**config.mk**
```make
export PLATFORM = sky130hd
export DESIGN_NAME = alien_fire_ctrl_flat
export DESIGN_NICKNAME = d
export VERILOG_FILES = /design/src/rtl/alien_fire_ctrl_if.sv /design/src/rtl/alien_fire_ctrl.sv /design/src/flat_wrapper.sv
export SDC_FILE = /design/constraint.sdc
export NUM_CORES = 1
export LEC_CHECK = 0
export BUFFER_PORTS_ARGS = -buffer_cell sky130_fd_sc_hd__buf_2
export CELL_PAD_IN_SITES_DETAIL_PLACEMENT = 2
export CELL_PAD_IN_SITES_GLOBAL_PLACEMENT = 2
export CORE_MARGIN = 2
export CORE_UTILIZATION = 36
export DETAILED_ROUTE_END_ITERATION = 7
export PLACE_DENSITY_LB_ADDON = 0.05
export SLEW_MARGIN = 10
export SYNTH_ARGS = -nofsm -noshare
export SYNTH_HDL_FRONTEND = slang
export SYNTH_SLANG_ARGS = --single-unit
```
**constraint.sdc**
```tcl
create_clock -name pixel_clk -period 7.46 [get_ports pixel_clk]
set_clock_uncertainty 0.05 [all_clocks]
set_input_delay 0.746 -clock pixel_clk [delete_from_list [all_inputs] [get_ports pixel_clk]]
set_output_delay 0.746 -clock pixel_clk [all_outputs]
set_load 0.03 [all_outputs]
```
**src/rtl/alien_fire_ctrl_if.sv**
```systemverilog
// Shot handshake between the alien fire scheduler and the alien bullet.
// Scheduler drives the request and muzzle coordinates; bullet answers with
// bullet_active while its shot is in flight.
interface alien_fire_ctrl_if;
  logic        fire;
  logic [11:0] alien_x;
  logic [11:0] alien_y;
  logic        bullet_active;

  modport master (output fire, output alien_x, output alien_y, input bullet_active);
  modport slave  (input fire, input alien_x, input alien_y, output bullet_active);
endinterface

```
**src/rtl/alien_fire_ctrl.sv**
```systemverilog
// Purpose: after a frame-counted cooldown, pick a pseudo-random column and fire from its lowest live alien.
// Latency: SCAN entered 1 cycle after cooldown expiry; fire rises 1..ALIEN_COLS cycles after SCAN entry.
// Backpressure: fire is held as a level until bullet_active is seen; cooldown waits while bullet_active is high.
module alien_fire_ctrl #(
  parameter int          ALIEN_ROWS      = 4,
  parameter int          ALIEN_COLS      = 8,
  parameter int          ALIEN_W         = 32,
  parameter int          ALIEN_H         = 24,
  parameter int          SPACING_X       = 48,
  parameter int          SPACING_Y       = 36,
  parameter int          COOLDOWN_FRAMES = 60,
  parameter logic [15:0] LFSR_SEED       = 16'hACE1
) (
  input  logic                             pixel_clk,
  input  logic                             rst,
  input  logic                             fsync,
  input  logic                             enable,
  input  logic [ALIEN_ROWS*ALIEN_COLS-1:0] alive,
  input  logic [11:0]                      fleet_x,
  input  logic [11:0]                      fleet_y,
  alien_fire_ctrl_if.master                shot
);

  localparam int          CW        = $clog2(ALIEN_COLS);
  localparam int          RW        = (ALIEN_ROWS > 1) ? $clog2(ALIEN_ROWS) : 1;
  localparam logic [7:0]  CD_RELOAD = 8'(COOLDOWN_FRAMES);
  localparam logic [CW:0] LAST_SCAN = (CW+1)'(ALIEN_COLS - 1);
  localparam logic [11:0] X_OFS     = 12'(ALIEN_W / 2);
  localparam logic [11:0] Y_OFS     = 12'(ALIEN_H);
  localparam logic [11:0] PITCH_X   = 12'(SPACING_X);
  localparam logic [11:0] PITCH_Y   = 12'(SPACING_Y);

  typedef enum logic [1:0] {COOLDOWN, SCAN, ARMED} state_t;

  state_t          state, state_nxt;
  logic [15:0]     lfsr;
  logic [7:0]      cd_cnt, cd_cnt_nxt;
  logic [CW-1:0]   start_col, start_col_nxt, cur_col;
  logic [CW:0]     scan_cnt, scan_cnt_nxt;
  logic [11:0]     x_q, x_nxt, y_q, y_nxt;
  logic            col_hit;
  logic [RW-1:0]   hit_row;
  logic [ALIEN_COLS-1:0] row_bits;

  // Free-running Fibonacci LFSR (taps 16,14,13,11); a nonzero seed keeps it out of the all-zero lockup
  always_ff @(posedge pixel_clk or posedge rst) begin
    if (rst) lfsr <= LFSR_SEED;
    else     lfsr <= {lfsr[14:0], lfsr[15] ^ lfsr[13] ^ lfsr[12] ^ lfsr[10]};
  end

  // Column wraps naturally because ALIEN_COLS is a power of two
  assign cur_col = start_col + scan_cnt[CW-1:0];

  // Find the lowest live alien (highest row index) in the column under test
  always_comb begin
    col_hit  = 1'b0;
    hit_row  = '0;
    row_bits = '0;
    for (int r = 0; r < ALIEN_ROWS; r++) begin
      row_bits = alive[r*ALIEN_COLS +: ALIEN_COLS];
      if (row_bits[cur_col]) begin
        col_hit = 1'b1;
        hit_row = RW'(r);
      end
    end
  end

  // Next state, cooldown counter, scan pointer and shot coordinates
  always_comb begin
    state_nxt     = state;
    cd_cnt_nxt    = cd_cnt;
    start_col_nxt = start_col;
    scan_cnt_nxt  = scan_cnt;
    x_nxt         = x_q;
    y_nxt         = y_q;
    if (!enable) begin
      state_nxt  = COOLDOWN;
      cd_cnt_nxt = CD_RELOAD;
    end else begin
      case (state)
        COOLDOWN: begin
          if (cd_cnt == 8'd0) begin
            // Counter parks at zero while a previous shot is still flying
            if (!shot.bullet_active) begin
              state_nxt     = SCAN;
              start_col_nxt = lfsr[CW-1:0];
              scan_cnt_nxt  = '0;
            end
          end else if (fsync) begin
            cd_cnt_nxt = cd_cnt - 8'd1;
          end
        end
        SCAN: begin
          if (col_hit) begin
            // alive/fleet are sampled only here; coordinates then stay frozen in ARMED
            x_nxt     = fleet_x + 12'(cur_col) * PITCH_X + X_OFS;
            y_nxt     = fleet_y + 12'(hit_row) * PITCH_Y + Y_OFS;
            state_nxt = ARMED;
          end else if (scan_cnt == LAST_SCAN) begin
            state_nxt  = COOLDOWN;
            cd_cnt_nxt = CD_RELOAD;
          end else begin
            scan_cnt_nxt = scan_cnt + (CW+1)'(1);
          end
        end
        ARMED: begin
          if (shot.bullet_active) begin
            state_nxt  = COOLDOWN;
            cd_cnt_nxt = CD_RELOAD;
          end
        end
        default: begin
          state_nxt  = COOLDOWN;
          cd_cnt_nxt = CD_RELOAD;
        end
      endcase
    end
  end

  // State and datapath registers
  always_ff @(posedge pixel_clk or posedge rst) begin
    if (rst) begin
      state     <= COOLDOWN;
      cd_cnt    <= CD_RELOAD;
      start_col <= '0;
      scan_cnt  <= '0;
      x_q       <= '0;
      y_q       <= '0;
    end else begin
      state     <= state_nxt;
      cd_cnt    <= cd_cnt_nxt;
      start_col <= start_col_nxt;
      scan_cnt  <= scan_cnt_nxt;
      x_q       <= x_nxt;
      y_q       <= y_nxt;
    end
  end

  // fire comes straight off the state register so an async reset drops it at once
  assign shot.fire    = (state == ARMED);
  assign shot.alien_x = x_q;
  assign shot.alien_y = y_q;

endmodule

```
**src/flat_wrapper.sv**
```systemverilog
// flat-port wrapper written by rule: the top's interface ports become plain ports
module alien_fire_ctrl_flat 
#(
  parameter int          ALIEN_ROWS      = 4,
  parameter int          ALIEN_COLS      = 8,
  parameter int          ALIEN_W         = 32,
  parameter int          ALIEN_H         = 24,
  parameter int          SPACING_X       = 48,
  parameter int          SPACING_Y       = 36,
  parameter int          COOLDOWN_FRAMES = 60,
  parameter logic [15:0] LFSR_SEED       = 16'hACE1
)
  (pixel_clk, rst, fsync, enable, alive, fleet_x, fleet_y, shot_fire, shot_alien_x, shot_alien_y, shot_bullet_active);
  alien_fire_ctrl_if shot_i ();
  input  logic pixel_clk;
  input  logic rst;
  input  logic fsync;
  input  logic enable;
  input  logic [ALIEN_ROWS*ALIEN_COLS-1:0] alive;
  input  logic [11:0] fleet_x;
  input  logic [11:0] fleet_y;
  output wire logic [$bits(shot_i.fire)-1:0] shot_fire;
  output wire logic [$bits(shot_i.alien_x)-1:0] shot_alien_x;
  output wire logic [$bits(shot_i.alien_y)-1:0] shot_alien_y;
  input wire logic [$bits(shot_i.bullet_active)-1:0] shot_bullet_active;
  assign shot_fire = shot_i.fire;
  assign shot_alien_x = shot_i.alien_x;
  assign shot_alien_y = shot_i.alien_y;
  assign shot_i.bullet_active = shot_bullet_active;
  alien_fire_ctrl #(.ALIEN_ROWS(ALIEN_ROWS), .ALIEN_COLS(ALIEN_COLS), .ALIEN_W(ALIEN_W), .ALIEN_H(ALIEN_H), .SPACING_X(SPACING_X), .SPACING_Y(SPACING_Y), .COOLDOWN_FRAMES(COOLDOWN_FRAMES), .LFSR_SEED(LFSR_SEED)) u_core (.pixel_clk(pixel_clk), .rst(rst), .fsync(fsync), .enable(enable), .alive(alive), .fleet_x(fleet_x), .fleet_y(fleet_y), .shot(shot_i));
endmodule
```
==> out/metrics.cfg <==
[critical_path]
r2r_cells = 16
startpoint_type = flip-flop
cp.required_ps = 7610
rrSetupSlack_ps = 3150
reg2reg_to = u_core.shot.alien_y[11]
arrival_ps = 4450
path_class = reg2reg
reg2reg_from = u_core.scan_cnt[0]
cp_max_fo = 10
end_kind = flip-flop

[logic_synthesis]
synth_most_common_cell = dfrtp_1
synth_cells = 284
syn_avg_cell_area_um2 = 11.51
synthArstFlopShare_pct = 100.0
synth_commonest_cells = 45 x dfrtp_1, 27 x ha_1, 22 x nand2_1
yosysTopAreaCell = dfrtp_1
synth_area_um2 = 3269
synth_edf_count = 0
synth_top_area_share_pct = 34.44
syn_nets = 376
synth_area_leaders = dfrtp_1 34%, ha_1 10%, dfstp_2 9.6%
synth_flop_cell = dfrtp_1
synth_cell_types = 46
ys_seq_area_share_pct = 44.09
ys_ff_latch = 57
ys_warn_count = 0

[min_path]
min_path_cells = 0
hp-class = reg2reg
hp-start = u_core.lfsr[3]
holdPathEnd = u_core.lfsr[4]

[finish]
design_area_um2 = 3971
drive_above_1_share_pct = 36.15
multi_input_area_um2 = 1697
utilization_pct = 45.32
fin_cells = 487
syn2layout_area_growth_pct = 21.47
nNetsFinal = 466
seq_area_um2 = 1441
diodes = 0
fillers = 950

[route]
vias = 2495
ant_nets = 0
dr.pass1.iters = 2
drc = 0
routed_wl_um = 8111
drt_iter0_drc = 60
vias_per_cell = 5.123
wl_per_cell_um = 16.66

[pwr]
irDropWorstVdd_mv = 0.09423
p_seq_share_pct = 43.9
powerDensity_nw_per_um2 = 183.5
pwr-share-clk_pct = 39.2
swShare_pct = 26.68
p_sw_uw = 194.4
p_comb_share_pct = 16.9
p_leak_nw = 2.043
internal-power_uw = 534.2
power.total_uw = 728.6

[timing]
hold_violations = 0
fin_crit_sh_pct = 57.74
min_period_ps = 4307
finalSetupTns_ps = 0
rsz0062_at_grt = false
tightestPinTransition_ps = 1024
fmax_mhz = 232.2
max_slew_margin_pct = 31.35
setup_viol = 0
drv_slew = 0

[clocking]
numCtsBuffers = 9
path_clk_slew_ps = 70
h-tree-depth = 3
cts-root-buf = clkbuf_8
cts-resized-gates = 0
cts_tree = built
post_cts_buffers = 0
worst_skew_pair.late_latency_ps = 340
cts_buffer_depth = 2
cts_hold_buffers = 0
cts.sinks = 57

[grt]
grt_max_degree = 58
overflow = 0
first_global_vias = 2812
antenna_found_initial = 0
grt_first_pass_wirelength_um = 13610
grt_use_total_pct = 17.55

[floorplan]
rows = 34
die_x_um = 99.30
initial_core_util_pct = 37.31
dieArea_um2 = 9860
fp.coreArea_um2 = 8763
pin_count = 86
die_h_um = 99.30

[place]
numPortBuffers = 85
dp_cells = 471
placed_cell_area_um2 = 3781
gp_congestion = 0.6962
dp_hpwl_um = 6232

[job]
cap_violations = 0

[status]
status = complete, no violations

## flip-flops by register name, summed over array words and instances, names as in the netlist
name and flops:
u_core.start_col 3, u_core.shot.alien_y 12, u_core.shot.alien_x 12, u_core.cd_cnt 8, u_core.state 2, u_core.lfsr 16, u_core.scan_cnt 4
## worst max path at each step
| stage | depth (start not counted) | startpoint | endpoint | slack [ps] |
|---|---|---|---|---|
| final | 16 | u_core.scan_cnt[0] | u_core.shot.alien_y[11] | 3150 |
| after global routing | 14 | u_core.scan_cnt[0] | u_core.shot.alien_x[11] | 2790 |
| after CTS | 16 | u_core.scan_cnt[0] | u_core.shot.alien_y[11] | 3070 |
| after detailed placement | 16 | u_core.scan_cnt[0] | u_core.shot.alien_y[11] | 3070 |
| after global placement | 16 | u_core.scan_cnt[0] | u_core.shot.alien_y[11] | 3200 |
| after floorplan | 17 | u_core.scan_cnt[0] | u_core.shot.alien_y[11] | 3450 |
## stage by stage
stage | hold WS (ps) | setup WS (ps)
floorplan | 281.2 | 3454
global placement | 284.6 | 3205
detailed placement | 287.2 | 3074
CTS | 301.5 | 3066
global route | 312.1 | 2791
finish | 298.5 | 3153
## per-layer routing
metal / part of all wire [%] / routed length (um) / global-route usage [%] / up-vias
met3: 4.3 / 348 / 4.427 / 6
met1: 44 / 3599 / 22.25 / 1246
met4: 0.67 / 54 / 4.110 / 0
met2: 51 / 4108 / 30.25 / 56
met5: 0 / 0 / 0 / -
li1: - / - / - / 1187
## area by class of cell
class,instances,share of cell area (%)
Clock buffer,12,3.655
Clock inverter,4,1.134
Inverter,20,1.890
Multi-Input combinational cell,200,42.72
Sequential cell,57,36.29
Tap cell,108,3.403
Timing Repair Buffer,86,10.90
## placed cells by master, fill, tap and decap left out, drive strengths merged, types with 5 or more instances in the layout
cell	n
or3	5
nor2	11
a21oi	16
dfrtp	45
o21ai	24
nand2	23
xnor2	8
inv	20
xor2	8
dfstp	12
nor2b	6
and2	6
buf	86
a21o	5
nand3	5
mux2	13
ha	27
clkbuf	12
mux4	8
## worst max-delay path, cell delays in order, from the launching register on
cell and delay (ps):
dfrtp_1 430, ha_1 170, inv_1 40, fa_1 770, mux4_2 380, or3_1 430
nand2_1 140, ha_1 130, inv_1 40, ha_1 220, fa_1 410, a21o_1 200
a21oi_1 220, o21ai_0 180, nand3_1 130, xor2_1 180, o21ai_2 60
## power by group through the flow
stage | clock network, mW | registers [mW] | logic (mW)
final | 0.286 | 0.320 | 0.123
after global routing | 0.313 | 0.320 | 0.141
after CTS | 0.298 | 0.320 | 0.127
after global placement | 0 | 0.325 | 0.118
after detailed placement | 0 | 0.325 | 0.126
after floorplan | 0 | 0.324 | 0.0819
## kinds of logic (layout without fill, tap and decap cells)
group	Yosys count	in the layout	synth area share, %
and+or+nand+nor	69	69	10.87
AOI/OAI and AO/OA	60	60	12.59
DFF	57	57	44.09
adders and majority gates	31	31	12.78
buffers and inverters	27	122	4.018
muxes	23	23	10.60
xor gates and xnor gates	17	17	5.052
No activity file was read; power rests on OpenSTA's default activity.
